**src/rtl/rv_timer_mc_pkg.sv**
```systemverilog
// Shared constants for the multi-compare RISC-V style timer: register offsets,
// compare-channel layout and a byte-enable merge helper.
package rv_timer_mc_pkg;

    localparam int MaxNumCmp  = 8;
    localparam int TimerWidth = 64;
    localparam int CmpStride  = 8;

    localparam logic [15:0] OffCtrl       = 16'h0000;
    localparam logic [15:0] OffPrescale   = 16'h0004;
    localparam logic [15:0] OffIntrStatus = 16'h0008;
    localparam logic [15:0] OffIntrEnable = 16'h000C;
    localparam logic [15:0] OffCmpBase    = 16'h4000;
    localparam logic [15:0] OffMtimeLo    = 16'hBFF8;
    localparam logic [15:0] OffMtimeHi    = 16'hBFFC;

    function automatic logic [31:0] merge_be32(input logic [31:0] old_val,
                                               input logic [31:0] new_val,
                                               input logic [3:0]  be);
        logic [31:0] res;
        res = old_val;
        for (int b = 0; b < 4; b++) begin
            if (be[b]) res[8*b +: 8] = new_val[8*b +: 8];
        end
        return res;
    endfunction

endpackage

```
**src/rtl/rv_timer_prescaler.sv**
```systemverilog
// Prescale counter: counts 0..prescale_i while enabled and emits a one-cycle
// tick on the cycle the count matches, restarting from 0.
module rv_timer_prescaler #(
    parameter int PrescaleWidth = 16
) (
    input  logic                     clk_i,
    input  logic                     rst_i,
    input  logic                     en_i,
    input  logic                     clear_i,
    input  logic [PrescaleWidth-1:0] prescale_i,
    output logic                     tick_o
);

    logic [PrescaleWidth-1:0] r_count;

    assign tick_o = en_i && (r_count == prescale_i);

    always_ff @(posedge clk_i) begin
        if (rst_i) begin
            r_count <= '0;
        end else if (clear_i || tick_o) begin
            r_count <= '0;
        end else if (en_i) begin
            r_count <= r_count + PrescaleWidth'(1);
        end
    end

endmodule

```
**src/rtl/rv_timer_mc.sv**
```systemverilog
// Memory-mapped 64-bit timer with prescaler and NumCmp compare channels,
// single-cycle request/response bus and level interrupts per channel.
module rv_timer_mc
    import rv_timer_mc_pkg::*;
#(
    parameter int DataWidth     = 32,
    parameter int AddressWidth  = 32,
    parameter int NumCmp        = 4,
    parameter int PrescaleWidth = 16
) (
    input  logic                    clk_i,
    input  logic                    rst_i,
    input  logic                    timer_req_i,
    input  logic [AddressWidth-1:0] timer_addr_i,
    input  logic                    timer_we_i,
    input  logic [DataWidth/8-1:0]  timer_be_i,
    input  logic [DataWidth-1:0]    timer_wdata_i,
    output logic                    timer_rvalid_o,
    output logic [DataWidth-1:0]    timer_rdata_o,
    output logic                    timer_err_o,
    output logic [NumCmp-1:0]       timer_intr_o
);

    if (DataWidth != 32) begin : g_bad_dw
        $error("rv_timer_mc: DataWidth must be 32");
    end
    if (NumCmp < 1 || NumCmp > MaxNumCmp) begin : g_bad_ncmp
        $error("rv_timer_mc: NumCmp out of range");
    end
    if (PrescaleWidth < 1 || PrescaleWidth > 32) begin : g_bad_pw
        $error("rv_timer_mc: PrescaleWidth out of range");
    end

    logic                     r_en;
    logic [PrescaleWidth-1:0] r_prescale;
    logic [TimerWidth-1:0]    r_mtime;
    logic [TimerWidth-1:0]    r_mtimecmp [NumCmp];
    logic [NumCmp-1:0]        r_intr_en;
    logic [NumCmp-1:0]        r_intr;
    logic                     r_rvalid;
    logic                     r_err;
    logic [31:0]              r_rdata;

    logic [15:0]           w_off;
    logic [15:0]           w_cmp_off;
    logic                  w_is_ctrl, w_is_pre, w_is_status, w_is_ie;
    logic                  w_is_mtlo, w_is_mthi;
    logic                  w_cmp_region, w_cmp_hit, w_cmp_hi;
    logic [2:0]            w_cmp_idx;
    logic                  w_err, w_wr, w_tick;
    logic [NumCmp-1:0]     w_status;
    logic [TimerWidth-1:0] w_cmp_sel;
    logic [TimerWidth-1:0] w_mtime_inc;
    logic [31:0]           w_mtime_lo_nxt, w_mtime_hi_nxt;
    logic [31:0]           w_rdata;
    logic                  w_addr_unused;

    assign w_addr_unused = ^timer_addr_i[AddressWidth-1:16];
    assign w_off         = timer_addr_i[15:0];
    assign w_cmp_off     = w_off - OffCmpBase;

    assign w_is_ctrl    = (w_off == OffCtrl);
    assign w_is_pre     = (w_off == OffPrescale);
    assign w_is_status  = (w_off == OffIntrStatus);
    assign w_is_ie      = (w_off == OffIntrEnable);
    assign w_is_mtlo    = (w_off == OffMtimeLo);
    assign w_is_mthi    = (w_off == OffMtimeHi);
    assign w_cmp_region = (w_off >= OffCmpBase) &&
                          (w_cmp_off < 16'(CmpStride * MaxNumCmp)) &&
                          (w_cmp_off[1:0] == 2'b00);
    assign w_cmp_idx    = w_cmp_off[5:3];
    assign w_cmp_hi     = w_cmp_off[2];
    assign w_cmp_hit    = w_cmp_region && ({1'b0, w_cmp_idx} < 4'(NumCmp));

    assign w_err = !(w_is_ctrl || w_is_pre || w_is_status || w_is_ie ||
                     w_cmp_hit || w_is_mtlo || w_is_mthi) ||
                   (w_is_status && timer_we_i);
    // be == 0 is a no-op: it must not even restart the prescaler
    assign w_wr  = timer_req_i && timer_we_i && !w_err && (|timer_be_i);

    rv_timer_prescaler #(
        .PrescaleWidth(PrescaleWidth)
    ) u_prescaler (
        .clk_i     (clk_i),
        .rst_i     (rst_i),
        .en_i      (r_en),
        .clear_i   (w_wr && (w_is_ctrl || w_is_pre)),
        .prescale_i(r_prescale),
        .tick_o    (w_tick)
    );

    for (genvar i = 0; i < NumCmp; i++) begin : g_cmp
        assign w_status[i] = (r_mtime >= r_mtimecmp[i]);
    end

    // Written bytes override the incremented value; carries into them are lost
    assign w_mtime_inc    = r_mtime + TimerWidth'(w_tick);
    assign w_mtime_lo_nxt = (w_wr && w_is_mtlo) ?
                            merge_be32(w_mtime_inc[31:0], timer_wdata_i, timer_be_i) :
                            w_mtime_inc[31:0];
    assign w_mtime_hi_nxt = (w_wr && w_is_mthi) ?
                            merge_be32(w_mtime_inc[63:32], timer_wdata_i, timer_be_i) :
                            w_mtime_inc[63:32];

    always_comb begin
        w_cmp_sel = '0;
        for (int i = 0; i < NumCmp; i++) begin
            if (w_cmp_idx == 3'(i)) w_cmp_sel = r_mtimecmp[i];
        end
    end

    always_comb begin
        w_rdata = '0;
        if (w_is_ctrl)        w_rdata[0] = r_en;
        else if (w_is_pre)    w_rdata = 32'(r_prescale);
        else if (w_is_status) w_rdata = 32'(w_status);
        else if (w_is_ie)     w_rdata = 32'(r_intr_en);
        else if (w_cmp_hit)   w_rdata = w_cmp_hi ? w_cmp_sel[63:32] : w_cmp_sel[31:0];
        else if (w_is_mtlo)   w_rdata = r_mtime[31:0];
        else if (w_is_mthi)   w_rdata = r_mtime[63:32];
    end

    always_ff @(posedge clk_i) begin
        if (rst_i) begin
            r_en       <= 1'b1;
            r_prescale <= '0;
            r_mtime    <= '0;
            for (int i = 0; i < NumCmp; i++) r_mtimecmp[i] <= '1;
            r_intr_en  <= '1;
            r_intr     <= '0;
            r_rvalid   <= 1'b0;
            r_err      <= 1'b0;
            r_rdata    <= '0;
        end else begin
            r_mtime <= {w_mtime_hi_nxt, w_mtime_lo_nxt};
            if (w_wr && w_is_ctrl && timer_be_i[0]) r_en <= timer_wdata_i[0];
            if (w_wr && w_is_pre)
                r_prescale <= PrescaleWidth'(merge_be32(32'(r_prescale), timer_wdata_i, timer_be_i));
            if (w_wr && w_is_ie)
                r_intr_en <= NumCmp'(merge_be32(32'(r_intr_en), timer_wdata_i, timer_be_i));
            for (int i = 0; i < NumCmp; i++) begin
                if (w_wr && w_cmp_hit && (w_cmp_idx == 3'(i))) begin
                    if (w_cmp_hi)
                        r_mtimecmp[i][63:32] <= merge_be32(r_mtimecmp[i][63:32], timer_wdata_i, timer_be_i);
                    else
                        r_mtimecmp[i][31:0] <= merge_be32(r_mtimecmp[i][31:0], timer_wdata_i, timer_be_i);
                end
            end
            r_intr   <= w_status & r_intr_en;
            r_rvalid <= timer_req_i;
            r_err    <= timer_req_i && w_err;
            r_rdata  <= (timer_req_i && !timer_we_i && !w_err) ? w_rdata : '0;
        end
    end

    assign timer_rvalid_o = r_rvalid;
    assign timer_err_o    = r_err;
    assign timer_rdata_o  = r_rdata;
    assign timer_intr_o   = r_intr;

endmodule
```
**config.mk**
```make
export PLATFORM = sky130hd
export DESIGN_NAME = rv_timer_mc
export DESIGN_NICKNAME = d
export VERILOG_FILES = /design/src/rtl/rv_timer_mc_pkg.sv /design/src/rtl/rv_timer_prescaler.sv /design/src/rtl/rv_timer_mc.sv
export SDC_FILE = /design/constraint.sdc
export NUM_CORES = 1
export LEC_CHECK = 0
export BUFFER_PORTS_ARGS = -buffer_cell sky130_fd_sc_hd__buf_2
export CORE_MARGIN = 5
export CORE_UTILIZATION = 65
export CTS_CLUSTER_SIZE = 10
export DETAILED_ROUTE_END_ITERATION = 8
export PLACE_DENSITY = 0.83
export SYNTH_ARGS = -nofsm -noshare
export SYNTH_HDL_FRONTEND = slang
export SYNTH_SLANG_ARGS = --single-unit
```
**constraint.sdc**
```tcl
create_clock -name clk_i -period 10.51 [get_ports clk_i]
set_clock_uncertainty 0.2 [all_clocks]
set_input_delay 3.153 -clock clk_i [delete_from_list [all_inputs] [get_ports clk_i]]
set_output_delay 3.153 -clock clk_i [all_outputs]
set_load 0.05 [all_outputs]
```
## After elaboration in Yosys (flattened, before gate mapping)

Memories as Yosys holds them, arrays and structs flattened.
Index checks and enable logic that the tools add are counted.

| storage, ports and cells | value |
|---|---|
| memories kept | 1 |
| word-level logic and storage cells | 273 |
| memory bits (writable) | 256 |
| input bits | 72 |
| output and inout port bits | 38 |
| register bits | 139 |

| operators by class | value |
|---|---|
| $add $sub $neg | 3 |
| reduce and logical (&&, ||, !) cells | 45 |
| bitwise operators | 10 |
| equal/unequal tests | 9 |
| $lt $le $gt $ge | 7 |
| mux-type cells | 186 |

Memories:

| name | depth | width | rd ports | clocked after Yosys merged registers in | write ports | RTL line | text |
|---|---|---|---|---|---|---|---|
| r_mtimecmp | 4 | 64 | 4 | 0 | 4 | rv_timer_mc.sv:37 | `logic [TimerWidth-1:0] r_mtimecmp [NumCmp];` |

Operator list:

| cell | number |
|---|---|
| two-way mux 8 bit | 136 |
| two-way mux 32 bit | 14 |
| >= comparator 64 bit | 4 |
| two-way mux 64 bit | 4 |
| adder 64 x 1 -> 64 bit | 1 |
| two-way mux 16 bit | 3 |
| equality test 16 bit (second input constant) | 2 |
| equality test 16 x 4 -> 1 bit (second input constant) | 2 |
| two-way mux 1 bit | 29 |
| logical AND 1 bit | 23 |
| adder 16 x 1 -> 16 bit (second input constant) | 1 |
| equality test 16 bit | 1 |
| equality test 16 x 3 -> 1 bit (second input constant) | 1 |
| >= comparator 16 x 15 -> 1 bit (second input constant) | 1 |
| logical NOT 16 bit | 1 |
| < comparator 16 x 7 -> 1 bit (second input constant) | 1 |
| subtractor 16 x 15 -> 16 bit (second input constant) | 1 |
| logical OR 1 bit | 8 |
| OR 1 bit | 8 |
| equality test 3 x 2 -> 1 bit (second input constant) | 2 |
| AND reduction 2 bit | 3 |
| OR reduction 6 bit | 1 |
| AND 4 bit | 1 |
| OR reduction 2 bit | 2 |
| 8 further kinds | 10 |

## Depth between registers and ports, before layout

| depth | value |
|---|---|
| word-level depth | 19 |
| mapped depth | 15 |
| depth with buffers taken out | 14 |

## Hierarchy

A second synthesis with hierarchy kept.

| second synthesis, totals | value |
|---|---|
| cells, all modules | 2563 |
| area, all modules | 25156.6 um2 |

Modules (own cells, without submodules):

| module | times used | sequential area each (um2) | cells each | area an instance (um2) |
|---|---|---|---|---|
| rv_timer_mc | 1 | 10149.7 | 2457 | 24166.9 |
| rv_timer_prescaler | 1 | 320.3 | 106 | 989.7 |

## Worst setup path after synthesis

No wires, ideal clock.

| timing | value |
|---|---|
| kind | input to register |
| from | input port timer_addr_i[10] |
| to | memory r_mtimecmp[3][0], enable pin |
| path buffers | 2 |
| setup time | 0.326 ns |
| arrival | 5.001 ns |
| data required time | 9.984 ns |
| cell stages on the path | 9 |
| slack | 4.983 ns |
| cell sequence | nor4_2 nand3_1 nand4bb_1 buf_2 nor2_2 nand2_1 nor3_4 buf_2 a21o_1 |

RTL lines:

| item | RTL line | text |
|---|---|---|
| from (decl) | rv_timer_mc.sv:14 | `input logic [AddressWidth-1:0] timer_addr_i,` |
| to (decl) | rv_timer_mc.sv:37 |  |

==> results.cfg <==
[run_status]
outcome = finished, final reports clean

[place]
dp_cells = 3001
dp_slack_ns = 3.45
place_area_sq_um = 25700
place_hpwl_mm = 53.8
place.gp.congestion = 0.972
io_buffers = 93

[synthesis]
synth_enable_flop_cells = 256
ys_warn_count = 0
syn_inst = 2529
synth_cell_type_count = 73
synth_ff_type = edfxtp_1
synth-seq-cells = 395
ys_seq_area_share_pct = 41.8
syn_nets = 2860
syn_avg_cell_area_sq_um = 9.91
syn_area_sq_um = 25100
async_flop_share_pct = 0

[final_layout]
final_util_pct = 70.6
multi_input_area_sq_um = 13000
drive_gt1_share_pct = 9.39
layout_common_cells = 273 x inv_1, 259 x ha_1, 256 x edfxtp_1
fillCellCount = 2851
layout_commonest_cell = inv_1
layout-area-overhead-vs-synth_pct = 8.13
finalNonFillerCells = 3084
final_nets = 2862
regArea_sq_um = 10500
num_antenna_cells = 0
final_cell_area_sq_um = 27100

[floorplanning]
dieWidth_um = 206
fp.coreArea_sq_um = 38400
dieHeight_um = 206
initial_core_util_pct = 65.3
ios = 110
std_cell_rows = 72
dieArea_sq_um = 42600

[pwr]
finalPower_mw = 3.53
p_sw_mw = 0.853
power.density_nw_per_um2 = 130
combPwrFrac_pct = 8.3
power_frac_seq_pct = 49.2
ir_drop_v = 0.000118
p_leak_nw = 11.4
p_int_mw = 2.67
sw_frac_of_total_pct = 24.2
p_clk_share_pct = 42.5

[critical_path]
rr_endpoint = r_mtime[60]
r2r_slack_ns = 5.72
r2r_cells = 13
worst_ep_required_time_ns = 10.54
worstPathArrival_ns = 6.70
worst_setup_path_end_kind = register
crit_path_start_kind = input port
critPathMaxFanout = 72
r2r-start = r_prescale[4]
crit_type = input port to register

[routing]
post_drt_wl_per_cell_um = 24.9
drt_iter0_drc = 2617
drtPass1Iterations = 9
drc_errors = 0
wl_mm = 76.8
vias = 20600
ant_nets = 0
vias_per_cell = 6.68

[sta]
max_freq_mhz = 150
slew_violations = 0
fin_crit_sh_pct = 63.5
hold_viol_final = 0
tightest_slew_ns = 1.25
rsz0062_at_grt = false
finalSetupViolCount = 0
finalCriticalPeriod_ns = 6.67
relSlewSlack_pct = 16.0
setup_tns_ns = 0
hold_slack_ns = 0.276
worst_slack_ns = 3.84

[clocking]
root_buffer = clkbuf_16
cts.sinks = 395
path_clk_slew_ns = 0.05
postCtsResizedCells = 0
h-tree-depth = 2
postCtsSetupBuffers = 0
cts_tree = yes
cts_buffer_depth = 3
insertion_delay_ns = 0.58
cts_made_buffers = 46
postCtsHoldBufs = 0

[min_path]
min_to = timer_intr_o[3]
holdPathStages = 2
hold_start = r_intr_en[3]
hold_path.class = register to register

[grt]
grt_use_total_pct = 35.6
antenna_found_initial = 2
gr-total-overflow = 0
grt_start_max_net_pins = 97
grt_pass1_vias = 19800
grt_pass1_wl_mm = 116

[job]
drv_cap = 0
==> sequential cells by signal, summed over array words and instances (netlist names), 4 cells and up <==
signal and flops:
u_prescaler.r_count 16, r_mtime 64, r_intr_en 4, r_mtimecmp 256
timer_rdata_o 32, timer_intr_o 4, r_prescale 16
==> power by group through the flow <==
stage	Clock, mW	Combinational (mW)	Sequential, mW
4_1_cts	1.50	0.284	1.73
2_1_floorplan	0	0.188	1.75
3_3_place_gp	0	0.270	1.76
5_1_grt	1.57	0.313	1.74
6_report	1.50	0.292	1.74
3_5_place_dp	0	0.281	1.77
==> worst max path at each step <==
stage | slack [ns] | cells past startpoint | startpoint | endpoint
CTS | 4.01 | 11 | timer_addr_i[5] | r_mtimecmp[1][4]
global route | 3.80 | 11 | timer_addr_i[5] | r_mtimecmp[2][5]
global placement | 3.53 | 11 | timer_addr_i[5] | r_mtimecmp[2][4]
finish | 3.84 | 11 | timer_addr_i[5] | r_mtimecmp[2][5]
floorplan | 4.98 | 9 | timer_addr_i[10] | r_mtimecmp[3][0]
detailed placement | 3.45 | 11 | timer_addr_i[5] | r_mtimecmp[2][5]
==> Yosys cell counts (7+ instances only) <==
cell | number | area [sq um]
nor3_1 | 22 | 110
o221ai_1 | 15 | 131
nor2_1 | 211 | 792
clkbuf_1 | 108 | 405
and4_1 | 12 | 105
edfxtp_1 | 256 | 7690
nor2b_1 | 10 | 62.6
buf_1 | 23 | 86.3
a222oi_1 | 12 | 120
a21o_1 | 66 | 495
a221oi_1 | 15 | 131
buf_2 | 23 | 115
a22oi_1 | 8 | 60.1
dfxtp_1 | 139 | 2780
o22ai_1 | 29 | 181
or3_1 | 194 | 1210
and3_1 | 15 | 93.8
inv_1 | 273 | 1020
nand2b_1 | 69 | 432
and2_1 | 17 | 106
mux2i_1 | 64 | 641
nand4_1 | 63 | 394
ha_1 | 259 | 3240
o21ai_0 | 60 | 300
a21oi_1 | 108 | 541
a31oi_1 | 7 | 43.8
nand2_1 | 92 | 345
xor2_1 | 42 | 368
a211o_1 | 7 | 61.3
a211oi_1 | 75 | 563
nand3_1 | 54 | 270
mux4_2 | 36 | 811
xnor2_1 | 49 | 429
==> worst max-delay path: stages <==
cell     delay (ns)
buf_2          0.08
buf_4          0.47
nor2_1         0.10
nand2_2        0.10
nor3_2         0.05
buf_4          0.21
nor3_1         0.36
nand2_2        0.38
buf_4          0.41
nor2_1         0.87
a21o_1         0.47
==> cell type report <==
cell class | count | area share [%]
Sequential cell | 395 | 38.6
Timing Repair Buffer | 113 | 2.29
Clock buffer | 82 | 5.06
Clock inverter | 1 | 0.0138
Inverter | 273 | 3.78
Tap cell | 518 | 2.39
Multi-Input combinational cell | 1702 | 47.8
==> routing by layer <==
layer  routed length (um)  share of wire, %  up-vias  track usage [%]
met5                   34             0.044        -                0
met4                 4050               5.3        6             16.6
met3                 9410                12      238             8.76
met2                34100                44     1372             54.9
met1                29200                38     9773             47.6
li1                     -                 -     9197                -
==> kinds of logic after synthesis <==
| kind of cell | share of synthesized area (%) |
|---|---|
| adders and majority gates | 12.9 |
| xor gates and xnor gates | 3.18 |
| and+or+nand+nor | 17.3 |
| DFF | 41.8 |
| AOI/OAI and AO/OA | 12.0 |
| buffers and inverters | 6.67 |
| muxes | 6.06 |
Note: power is estimated with default switching activity, not from simulation.
